<file path="config.mk">
export PLATFORM = sky130hd
export DESIGN_NAME = alarm_sequencer
export DESIGN_NICKNAME = d
export VERILOG_FILES = /design/src/rtl/alarm_sequencer.sv
export SDC_FILE = /design/constraint.sdc
export NUM_CORES = 1
export LEC_CHECK = 0
export BUFFER_PORTS_ARGS = -buffer_cell sky130_fd_sc_hd__buf_2
export CORE_UTILIZATION = 51
export DETAILED_ROUTE_END_ITERATION = 8
export GPL_ROUTABILITY_DRIVEN = 0
export PLACE_DENSITY = 0.85
export SYNTH_ARGS = -nofsm -noshare
export SYNTH_HDL_FRONTEND = slang
export SYNTH_SLANG_ARGS = --single-unit
</file>
<file path="constraint.sdc">
create_clock -name ck -period 1.8 [get_ports ck]
set_input_delay 0.09 -clock ck [delete_from_list [all_inputs] [get_ports ck]]
set_output_delay 0.09 -clock ck [all_outputs]
set_load 0.005 [all_outputs]
</file>
<file path="src/rtl/alarm_sequencer.sv">
// Alarm ring/snooze sequencer: arms on enable and rings on a rising time match.
// Handles snooze countdown, auto-silence timeout and a 1 Hz buzz blink.
module alarm_sequencer #(
  parameter int SNOOZE_MIN       = 5,
  parameter int RING_TIMEOUT_MIN = 2,
  parameter int MAX_SNOOZE       = 3
) (
  input  logic       ck,
  input  logic       reset,
  input  logic       enable,
  input  logic       match,
  input  logic       sec,
  input  logic       min,
  input  logic       stop,
  input  logic       snooze,
  output logic       ring,
  output logic       buzz,
  output logic       snoozing,
  output logic [1:0] state,
  output logic [2:0] snooze_cnt
);

  typedef enum logic [1:0] {
    IDLE    = 2'b00,
    ARMED   = 2'b01,
    RINGING = 2'b10,
    SNOOZE  = 2'b11
  } state_t;

  state_t     st;
  logic       match_q;
  logic       match_rise;
  logic       toggle;
  logic       can_snooze;
  logic [5:0] ring_tmr;
  logic [5:0] ring_inc;
  logic [5:0] snz_tmr;

  assign match_rise = match & ~match_q;
  assign can_snooze = snooze_cnt < 3'(MAX_SNOOZE);
  assign ring_inc   = (ring_tmr == 6'd63) ? 6'd63 : ring_tmr + 6'd1;

  always_ff @(posedge ck or posedge reset) begin
    if (reset) begin
      st         <= IDLE;
      match_q    <= 1'b0;
      toggle     <= 1'b0;
      ring_tmr   <= '0;
      snz_tmr    <= '0;
      snooze_cnt <= '0;
    end else begin
      match_q <= match;
      if (!enable) begin
        st         <= IDLE;
        toggle     <= 1'b0;
        ring_tmr   <= '0;
        snz_tmr    <= '0;
        snooze_cnt <= '0;
      end else begin
        unique case (st)
          IDLE: st <= ARMED;
          ARMED: begin
            if (match_rise) begin
              st       <= RINGING;
              ring_tmr <= '0;
              toggle   <= 1'b1;
            end
          end
          RINGING: begin
            if (sec) toggle <= ~toggle;
            // a user action in the same cycle masks the minute tick
            if (stop) begin
              st         <= ARMED;
              ring_tmr   <= '0;
              snooze_cnt <= '0;
            end else if (snooze && can_snooze) begin
              st         <= SNOOZE;
              snz_tmr    <= 6'(SNOOZE_MIN);
              snooze_cnt <= snooze_cnt + 3'd1;
            end else if (min) begin
              if (ring_inc >= 6'(RING_TIMEOUT_MIN)) begin
                st         <= ARMED;
                ring_tmr   <= '0;
                snooze_cnt <= '0;
              end else begin
                ring_tmr <= ring_inc;
              end
            end
          end
          SNOOZE: begin
            if (stop) begin
              st         <= ARMED;
              snz_tmr    <= '0;
              snooze_cnt <= '0;
            end else if (min) begin
              if (snz_tmr == 6'd1) begin
                st       <= RINGING;
                snz_tmr  <= '0;
                ring_tmr <= '0;
                toggle   <= 1'b1;
              end else if (snz_tmr != 6'd0) begin
                snz_tmr <= snz_tmr - 6'd1;
              end
            end
          end
        endcase
      end
    end
  end

  assign state    = st;
  assign ring     = (st == RINGING);
  assign buzz     = ring & toggle;
  assign snoozing = (st == SNOOZE);

endmodule

</file>
== Word level (Yosys, flattened, before mapping) ==
Cells that the tools add are included.

* Output and inout bits: 8
* Logic and storage cells: 88
* Input bits: 8
* Register bits after elaboration: 19

* Reductions and logical operators: 8
* Eq/ne operators: 22
* Multiplexer cells: 43
* Bitwise gates (word level): 4
* Magnitude comparators: 2
* Add/sub/neg operators: 3

{| class="wikitable"
|+ Operator list
! kind !! count
|-
| $mux 6 || 17
|-
| $mux 2 || 9
|-
| $mux 3 || 6
|-
| $ne 3x3->1 const B || 6
|-
| $pmux 6 s3 || 1
|-
| $ne 4x4->1 const B || 3
|-
| $pmux 6 s2 || 1
|-
| $ne 5x3->1 const B || 2
|-
| $reduce_and 5->1 || 2
|-
| $pmux 2 s4 || 1
|-
| $reduce_and 7->1 || 1
|-
| $add 6x1->6 const B || 1
|-
| $eq 6x1->1 const B || 1
|-
| $eq 6x6->1 const B || 1
|-
| $ge 6x2->1 const B || 1
|-
| $mux 1 || 6
|-
| $ne 3x2->1 const B || 2
|-
| $pmux 3 s2 || 1
|-
| $reduce_and 6->1 || 1
|-
| $reduce_bool 6->1 || 1
|-
| $sub 6x1->6 const B || 1
|-
| $ne 5x4->1 const B || 1
|-
| $eq 2x2->1 const B || 2
|-
| $ne 4x1->1 const B || 1
|-
| 11 further kinds || 13
|}

== Longest topological paths before layout ==
Gate-level depths: netlist (run 1).

* Word-level depth: 9
* Mapped depth: 7

== Worst setup path before layout (run 1) ==
Ideal clock, no wire load.

* Path type: register to register
* Start point: reg snz_tmr[2]
* End point: reg snz_tmr[0]
* Setup slack: -158 ps
* Cell stages (with the launch flop): 5
* Arrival time: 1833 ps
* Cell sequence: dfrtp_1 or4_1 or4_4 nand2_2 mux2_4

* Word-level cells in the longest chain between the ends: 6
* Elaborated cells between the ends (all ways): 9

{| class="wikitable"
|+ RTL lines
! element !! line !! RTL
|-
| start: declaration || 37 || <nowiki>logic [5:0] snz_tmr;</nowiki>
|-
| start signal: assignment || 78 || <nowiki>snz_tmr <= 6'(SNOOZE_MIN);</nowiki>
|-
| start signal: assignment || 102 || <nowiki>snz_tmr <= snz_tmr - 6'd1;</nowiki>
|-
| $eq 6x1->1 || 96 || <nowiki>if (snz_tmr == 6'd1) begin</nowiki>
|-
| $mux 6 || 96 ||
|-
| $mux 6 || 95 || <nowiki>end else if (min) begin</nowiki>
|-
| $mux 6 || 91 || <nowiki>if (stop) begin</nowiki>
|-
| $pmux 6 s2 || 60 || <nowiki>unique case (st)</nowiki>
|-
| $mux 6 || 53 || <nowiki>if (!enable) begin</nowiki>
|}

Several ways; a longest one is shown, not always the timed one. The select of a mux whose other input is x is not followed.
A chain may end at the register's enable or synchronous reset.

== Final worst setup path (run 1) ==
* Start point: reg snz_tmr[5]
* End point: reg snz_tmr[0]

The elaborated chain is that of the path after synthesis.

==> results.toml, run 1 <==
[run_status]
status = "finished, violations left"
failed_checks = "setup timing"

[grt]
grt_usage_pct = 25.0
grt_max_degree = 20
grt-ovfl-total = 0
grt_pass1_vias = 1133
grt_pass1_wl_um = 4840
antenna_found_initial = 0

[sta]
setup_viol = 7
fin_crit_sh_pct = 104
fin_worst_skew_ps = 2.98
worstMarginPinSlew_ps = 734
fin_crit_ps = 1870
rsz0062_at_grt = "true"
fmax_mhz = 534
relSlewSlack_pct = 51.0
drv_slew = 0
final_hold_viol_count = 0
fin_ws_ps = -73.8

[power_and_ir_drop]
p_total_mw = 1.37
p_leak_nw = 0.763
peakVddDrop_mv = 0.594
power.density_nw_per_um2 = 891

[final_layout]
utilization_pct = 69.0
areaGrowthSynthToFinish_pct = 26.0
fin_nets = 184
final_common_cell = "dfrtp_1"
diodes = 0
final_cell_mix = "dfrtp_1 (19), buf_4 (17), buf_2 (15), nand2_1 (14)"
drive_above_1_share_pct = 28.7

[synth]
synthArstFlopShare_pct = 100
syn_area_um2 = 1220
synth_edf_count = 0
synth.distinct_cells = 45
ys_warn_count = 0
synth_area_per_cell_um2 = 8.99
synth_nets = 148
yosys_most_used_dff = "dfrtp_1"
ys_ff_latch = 19
netlist_instances = 136
yosysSeqAreaShare_pct = 38.9

[drt]
drtIter0Drc = 14
first_pass_iters = 4
wire_per_inst_um = 14.3
ant_nets = 0
drcViolationCount = 0
wl_um = 2840
avgViaCountPerCell = 5.76
vias = 1146

[cts]
cts.reportedPaths.clkPinSlew_ps = 110
htreeDepth = 1
cts_tree = "yes"
post_cts_buffers = 0
cts_buffers = 3
insertion_delay_ps = 310
cts_max_path_buffers = 2
clock_sinks = 19
root_buffer = "clkbuf_4"

[floorplan]
fp.dieW_um = 51.0
row_count = 17
pin_count = 16
start_util_pct = 54.7
coreArea_um2 = 2230
die_y_um = 51.0
fp.dieArea_um2 = 2600

[critical_path]
critPathArrivalTime_ps = 2080
worst-setup-path-type = "flop to flop"
start_kind = "flop"
crit_required_ps = 2010
cp-end-kind = "flop"
critPathMaxFanout = 4

[placed_design]
dpl_worst_slack_ps = -48.4
dp_hpwl_um = 2090
numPortBuffers = 15

[run]
maxCapViolCount = 0

[min_path]
hold_class = "input port to flop"
## where the power goes
group	internal, mW	leakage (nW)	switching, mW
clock	0.0831	0.0177	0.144
sequential	0.477	0.253	0.0468
combinational	0.318	0.492	0.304
## Yosys cell counts (all sizes together), types with 2 or more instances
library cell  instances  area [um^2]
ha                    4         50.1
nor2                 11         41.3
nand3b                2         15.0
or4                   2         18.8
nor3                  4         20.0
o21ai                 5         25.0
dfrtp                19          475
o311ai                3         33.8
mux2i                 2         20.0
a21oi                 4         20.0
mux2                  3         37.5
nand4bb               2         22.5
xor2                  3         26.3
o211ai                4         30.0
o221ai                2         17.5
nand3                 3         15.0
nand4                 2         12.5
a211oi                3         22.5
nand2b                4         25.0
and3                  2         12.5
and2                  8         50.1
inv                  11         41.3
nand2                15         58.8
buf                   2         10.0
## metal layers
layer / part of all wire, % / up-vias / GRT usage, %
met5: 0 / - / 0
met4: 1.9 / 0 / 11.1
met3: 2.7 / 7 / 3.57
met2: 49 / 23 / 41.0
li1: - / 564 / -
met1: 47 / 552 / 32.4
## logic make-up (layout without fill, tap and decap cells)
logic type               count (synthesis)  count (layout)  synth area share, %
AO/OA/AOI/OAI                           29              29                 17.6
XOR/XNOR                                 4               4                 2.87
adder cells (fa/ha/maj)                  4               4                 4.09
buffers and inverters                   14              49                 4.50
flip-flops                              19              19                 38.9
multiplexers                             5               5                 4.71
AND/OR/NAND/NOR                         61              61                 27.3
## per-stage QoR
step                hold WS, ps  std cells  setup TNS, ps  instance area [um^2]
finish                      105        199           -302                  1540
CTS                        98.2        199           -161                  1510
floorplan                  41.1        136          -51.9                  1230
detailed placement          231        193           -186                  1450
global route                118        199           -684                  1540
global placement            232        193          -57.4                  1450
## worst max-delay path: stages, from the launching register on
cell     delay (ps)
dfrtp_1         390
or4_1           530
or4_4           470
nand2_4          80
mux2_4          290
## repair_timing
action	CTS	global route
pin swaps	3	0
endpoints found under the setup margin	7	15
hold buffers	2	0
gates resized for setup	4	4
hold endpoints to repair	20	0
## sequential cells by signal (all words and copies together), names as in the netlist
| register | count |
|---|---|
| toggle | 1 |
| state | 2 |
| match_q | 1 |
| snooze_cnt | 3 |
| ring_tmr | 6 |
| snz_tmr | 6 |
## worst paths after layout
| kind | startpoint | cells after the start | to | slack, ps |
|---|---|---|---|---|
| max | snz_tmr[5]$_DFFE_PP0P_ | 4 | snz_tmr[0]$_DFFE_PP0P_ | -70 |
| max reg2reg | snz_tmr[5]$_DFFE_PP0P_ | 4 | snz_tmr[0]$_DFFE_PP0P_ | -70 |
| min | sec | 3 | toggle$_DFFE_PP0P_ | 100 |
| min in group asynchronous | reset | 3 | snz_tmr[4]$_DFFE_PP0P_ | 430 |
| min reg2reg | snz_tmr[1]$_DFFE_PP0P_ | 2 | snz_tmr[1]$_DFFE_PP0P_ | 540 |
| max in group asynchronous | reset | 3 | snz_tmr[3]$_DFFE_PP0P_ | 910 |
## layout make-up
cell class | count | area (um^2)
flip-flops and latches | 19 | 475
inverters | 11 | 41.3
multi-input cells | 103 | 738
well taps | 28 | 35.0
repair buffers | 34 | 223
clock buffers | 3 | 22.5
fillers | 179 | 693
clock inverters | 1 | 5.00
No activity file was read; power rests on OpenSTA's default activity.
==> run 2: changes to the inputs <==
- CORE_MARGIN: unset -> 2
- SKIP_LAST_GASP: unset -> 1
==> results.toml, run 2 (synthesized netlist as in run 1, its figures left out) <==
[run_status]
status = "finished, violations left"
failed_checks = "setup timing"

[grt]
grt_usage_pct = 24.5
grt_pass1_vias = 1145
grt_pass1_wl_um = 4980
grt_max_degree = 20
grt-ovfl-total = 0
antenna_found_initial = 0

[critical_path]
critPathMaxFanout = 4
worst-setup-path-type = "flop to flop"
cp-end-kind = "flop"
start_kind = "flop"
critPathArrivalTime_ps = 2080
crit_required_ps = 2000

[final_layout]
nFillCells = 176
fin_nets = 184
final_common_cell = "dfrtp_1"
drive_above_1_share_pct = 29.8
diodes = 0
fin_cells = 199
areaGrowthSynthToFinish_pct = 26.5
final_cell_mix = "dfrtp_1 (18), buf_4 (16), buf_2 (15), nand2_1 (13), inv_1 (11)"
utilization_pct = 69.2
reg_top3 = "ring_tmr: 6 flops, snz_tmr: 6 flops, snooze_cnt: 3 flops"

[cts]
clock_sinks = 19
cts.reportedPaths.clkPinSlew_ps = 120
cts_max_path_buffers = 2
cts_buffers = 3
htreeDepth = 1
insertion_delay_ps = 300
cts_tree = "yes"
root_buffer = "clkbuf_4"

[sta]
rsz0062_at_grt = "true"
drv_slew = 0
fin_ws_ps = -73.9
worstMarginPinSlew_ps = 756
fmax_mhz = 534
fin_crit_ps = 1870
final_hold_viol_count = 0
fin_crit_sh_pct = 104
fin_setup_tns_ps = -254
relSlewSlack_pct = 49.5
setup_viol = 4
fin_worst_skew_ps = 12.6

[drt]
wl_um = 3140
vias = 1173
drtIter0Drc = 36
ant_nets = 0
wire_per_inst_um = 15.8
avgViaCountPerCell = 5.89
first_pass_iters = 4
drcViolationCount = 0

[power_and_ir_drop]
p_int_mw = 0.875
pwr-share-clk_pct = 16.6
p_leak_nw = 0.763
p_comb_share_pct = 44.3
p_sw_share_pct = 36.2
p_sw_mw = 0.495
pwr-share-seq_pct = 39.2
peakVddDrop_mv = 0.756
power.density_nw_per_um2 = 886

[floorplan]
die_y_um = 53.0
coreArea_um2 = 2230
pin_count = 16
fp.dieArea_um2 = 2800
start_util_pct = 54.7
fp.dieW_um = 53.0
row_count = 17

[placed_design]
numPortBuffers = 15
dp_hpwl_um = 2370
numPlacedInstances = 191

[run]
maxCapViolCount = 0

[min_path]
hold_class = "input port to flop"
run 2: changes by cell type in the layout (fill, tap and decap cells not counted), sizes merged:
cell / delta
clkinv: -1
clkbuf: +1
run 2: routing by layer:
| metal | up-vias | share of wire, % | global-route usage, % |
|---|---|---|---|
| met3 | 4 | 4.2 | 3.67 |
| met4 | 0 | 0.92 | 8.12 |
| met2 | 38 | 54 | 45.8 |
| met1 | 569 | 41 | 28.1 |
| met5 | - | 0 | 0 |
| li1 | 562 | - | - |
run 2: repair_timing:
action | CTS | global route
setup buffers | 2 | 0
resized for setup | 8 | 5
hold buffers | 2 | 0
endpoints found under the setup margin | 10 | 14
pin swaps | 1 | 1
endpoints found under the hold margin | 20 | 0
run 2: worst paths after layout:
path	startpoint	endpoint	slack [ps]	depth (start not counted)
worst min register to register	snooze_cnt[2]$_DFFE_PP0P_	snooze_cnt[2]$_DFFE_PP0P_	570	2
min in group asynchronous	reset	snz_tmr[1]$_DFFE_PP0P_	450	3
worst min-delay path	sec	toggle$_DFFE_PP0P_	80	3
worst max register to register	snz_tmr[5]$_DFFE_PP0P_	snz_tmr[0]$_DFFE_PP0P_	-70	4
max in group asynchronous	reset	state[1]$_DFFE_PP0P_	840	3
worst max-delay path	snz_tmr[5]$_DFFE_PP0P_	snz_tmr[0]$_DFFE_PP0P_	-70	4
run 2: layout make-up:
class / count / area [um^2] / share of cell area, %
Multi-Input combinational cell: 103 / 741 / 47.9
Sequential cell: 19 / 477 / 30.8
Timing Repair Buffer: 34 / 226 / 14.6
Inverter: 11 / 41.3 / 2.67
Tap cell: 28 / 35.0 / 2.27
Clock buffer: 4 / 26.3 / 1.70
run 2: power groups by stage:
stage                     logic (mW)  clock network, mW  registers (mW)
after floorplan                0.307                  0           0.529
after global placement         0.520                  0           0.531
after detailed placement       0.548                  0           0.535
after CTS                      0.584              0.227           0.531
after global routing           0.658              0.239           0.544
final                          0.606              0.227           0.537
run 2: metrics by stage:
step | setup slack (ps) | total power, mW | area, um^2 | hold slack, ps
floorplan | -51.9 | 0.836 | 1230 | 41.1
global route | -105 | 1.44 | 1550 | 134
global placement | -47.9 | 1.05 | 1440 | 232
detailed placement | -84.1 | 1.08 | 1440 | 232
CTS | -33.5 | 1.34 | 1520 | 81.8
finish | -73.9 | 1.37 | 1550 | 80.2
run 2: critical path, stage by stage, from the launching register on:
cell and delay, ps:
dfrtp_1 390, or4_1 530, or4_4 470, nand2_4 100, mux2_4 300
==> run 3: changes to the inputs <==
- RECOVER_POWER: unset -> 100
==> results.toml, run 3 (synthesized netlist as in run 1, its figures left out) <==
[drt]
vias = 1172
ant_nets = 0
drcViolationCount = 0
wl_um = 3130
drtIter0Drc = 35
avgViaCountPerCell = 5.89
wire_per_inst_um = 15.7
first_pass_iters = 4

[cts]
cts_buffers = 3
cts.reportedPaths.clkPinSlew_ps = 120
htreeDepth = 1
root_buffer = "clkbuf_4"
cts_max_path_buffers = 2
clock_sinks = 19
cts_tree = "yes"
insertion_delay_ps = 300

[critical_path]
worst-setup-path-type = "flop to flop"
critPathArrivalTime_ps = 2080
cp-end-kind = "flop"
start_kind = "flop"
r2r_setup_slack_ps = -70
crit_required_ps = 2000
critPathMaxFanout = 4

[floorplan]
pin_count = 16
fp.dieW_um = 53.0
die_y_um = 53.0
row_count = 17
coreArea_um2 = 2230
start_util_pct = 54.7
fp.dieArea_um2 = 2800

[grt]
grt_max_degree = 20
grt-ovfl-total = 0
grt_pass1_wl_um = 4980
grt_usage_pct = 24.5
antenna_found_initial = 0
grt_pass1_vias = 1145

[final_layout]
drive_above_1_share_pct = 28.7
diodes = 0
multi_input_area_um2 = 741
final_cell_mix = "dfrtp_1 (18), buf_4 (16), nand2_1 (13), buf_2 (13), inv_1 (11)"
fin_nets = 184
regArea_um2 = 477
final_common_cell = "dfrtp_1"
nFillCells = 176
reg_top3 = "ring_tmr: 6 flops, snz_tmr: 6 flops, snooze_cnt: 3 flops"
areaGrowthSynthToFinish_pct = 26.3
utilization_pct = 69.1

[sta]
fin_worst_skew_ps = 10.5
fmax_mhz = 533
fin_setup_tns_ps = -251
fin_ws_ps = -74.8
rsz0062_at_grt = "true"
drv_slew = 0
fin_crit_sh_pct = 104
setup_viol = 4
worstMarginPinSlew_ps = 758
fin_crit_ps = 1870
relSlewSlack_pct = 49.4
final_hold_viol_count = 0

[power_and_ir_drop]
p_leak_nw = 0.755
power.density_nw_per_um2 = 886
peakVddDrop_mv = 0.757
p_total_mw = 1.37

[min_path]
hold_class = "input port to flop"

[placed_design]
dp_hpwl_um = 2370
numPortBuffers = 15

[run_status]
status = "finished, violations left"
failed_checks = "setup timing"

[run]
maxCapViolCount = 0
==> run 3: per-stage QoR <==
| step | instances | setup WS, ps | cell area (um^2) | hold WS [ps] |
|---|---|---|---|---|
| 6_report | 199 | -74.8 | 1540 | 81.8 |
| 5_1_grt | 199 | -105 | 1540 | 134 |
| 4_1_cts | 199 | -33.5 | 1520 | 81.8 |
| 3_5_place_dp | 191 | -84.1 | 1440 | 232 |
| 3_3_place_gp | 191 | -47.9 | 1440 | 232 |
| 2_1_floorplan | 136 | -51.9 | 1230 | 41.1 |
==> run 3: timing repair <==
action,in CTS,in global routing
hold endpoints to repair,20,0
buffers inserted,2,0
resized for setup,8,5
setup endpoints to repair,10,14
hold buffers,2,0
pin swaps,1,1
==> run 3: cell type report <==
| type | count | area share [%] |
|---|---|---|
| Inverter | 11 | 2.67 |
| Tap cell | 28 | 2.27 |
| Multi-Input combinational cell | 103 | 48.0 |
| Clock buffer | 4 | 1.70 |
| Timing Repair Buffer | 34 | 14.5 |
| Sequential cell | 19 | 30.9 |
==> run 3: worst paths after layout <==
check / startpoint / endpoint / cells past startpoint
hold reg to reg: snooze_cnt[2]$_DFFE_PP0P_ / snooze_cnt[2]$_DFFE_PP0P_ / 2
max in group asynchronous: reset / state[1]$_DFFE_PP0P_ / 3
setup / recovery: snz_tmr[5]$_DFFE_PP0P_ / snz_tmr[0]$_DFFE_PP0P_ / 4
setup reg to reg: snz_tmr[5]$_DFFE_PP0P_ / snz_tmr[0]$_DFFE_PP0P_ / 4
hold / removal: sec / toggle$_DFFE_PP0P_ / 3
min in group asynchronous: reset / snz_tmr[1]$_DFFE_PP0P_ / 3
==> run 3: routing by layer <==
metal | track usage, % | share of wire (%) | up-vias
met3 | 3.67 | 3.0 | 4
met4 | 8.12 | 0.93 | 0
met1 | 28.1 | 42 | 573
met2 | 45.8 | 54 | 33
met5 | 0 | 0 | -
li1 | - | - | 562
==> run 3: where the power goes <==
group	total [mW]	switching [mW]	internal [mW]
Sequential	0.537	0.0583	0.478
Combinational	0.605	0.296	0.308
Clock	0.227	0.141	0.0862
Total	1.37	0.495	0.873
==> run 3: critical path: stages (launching register included) <==
cell     delay (ps)
dfrtp_1         390
or4_1           530
or4_4           470
nand2_4         100
mux2_4          300
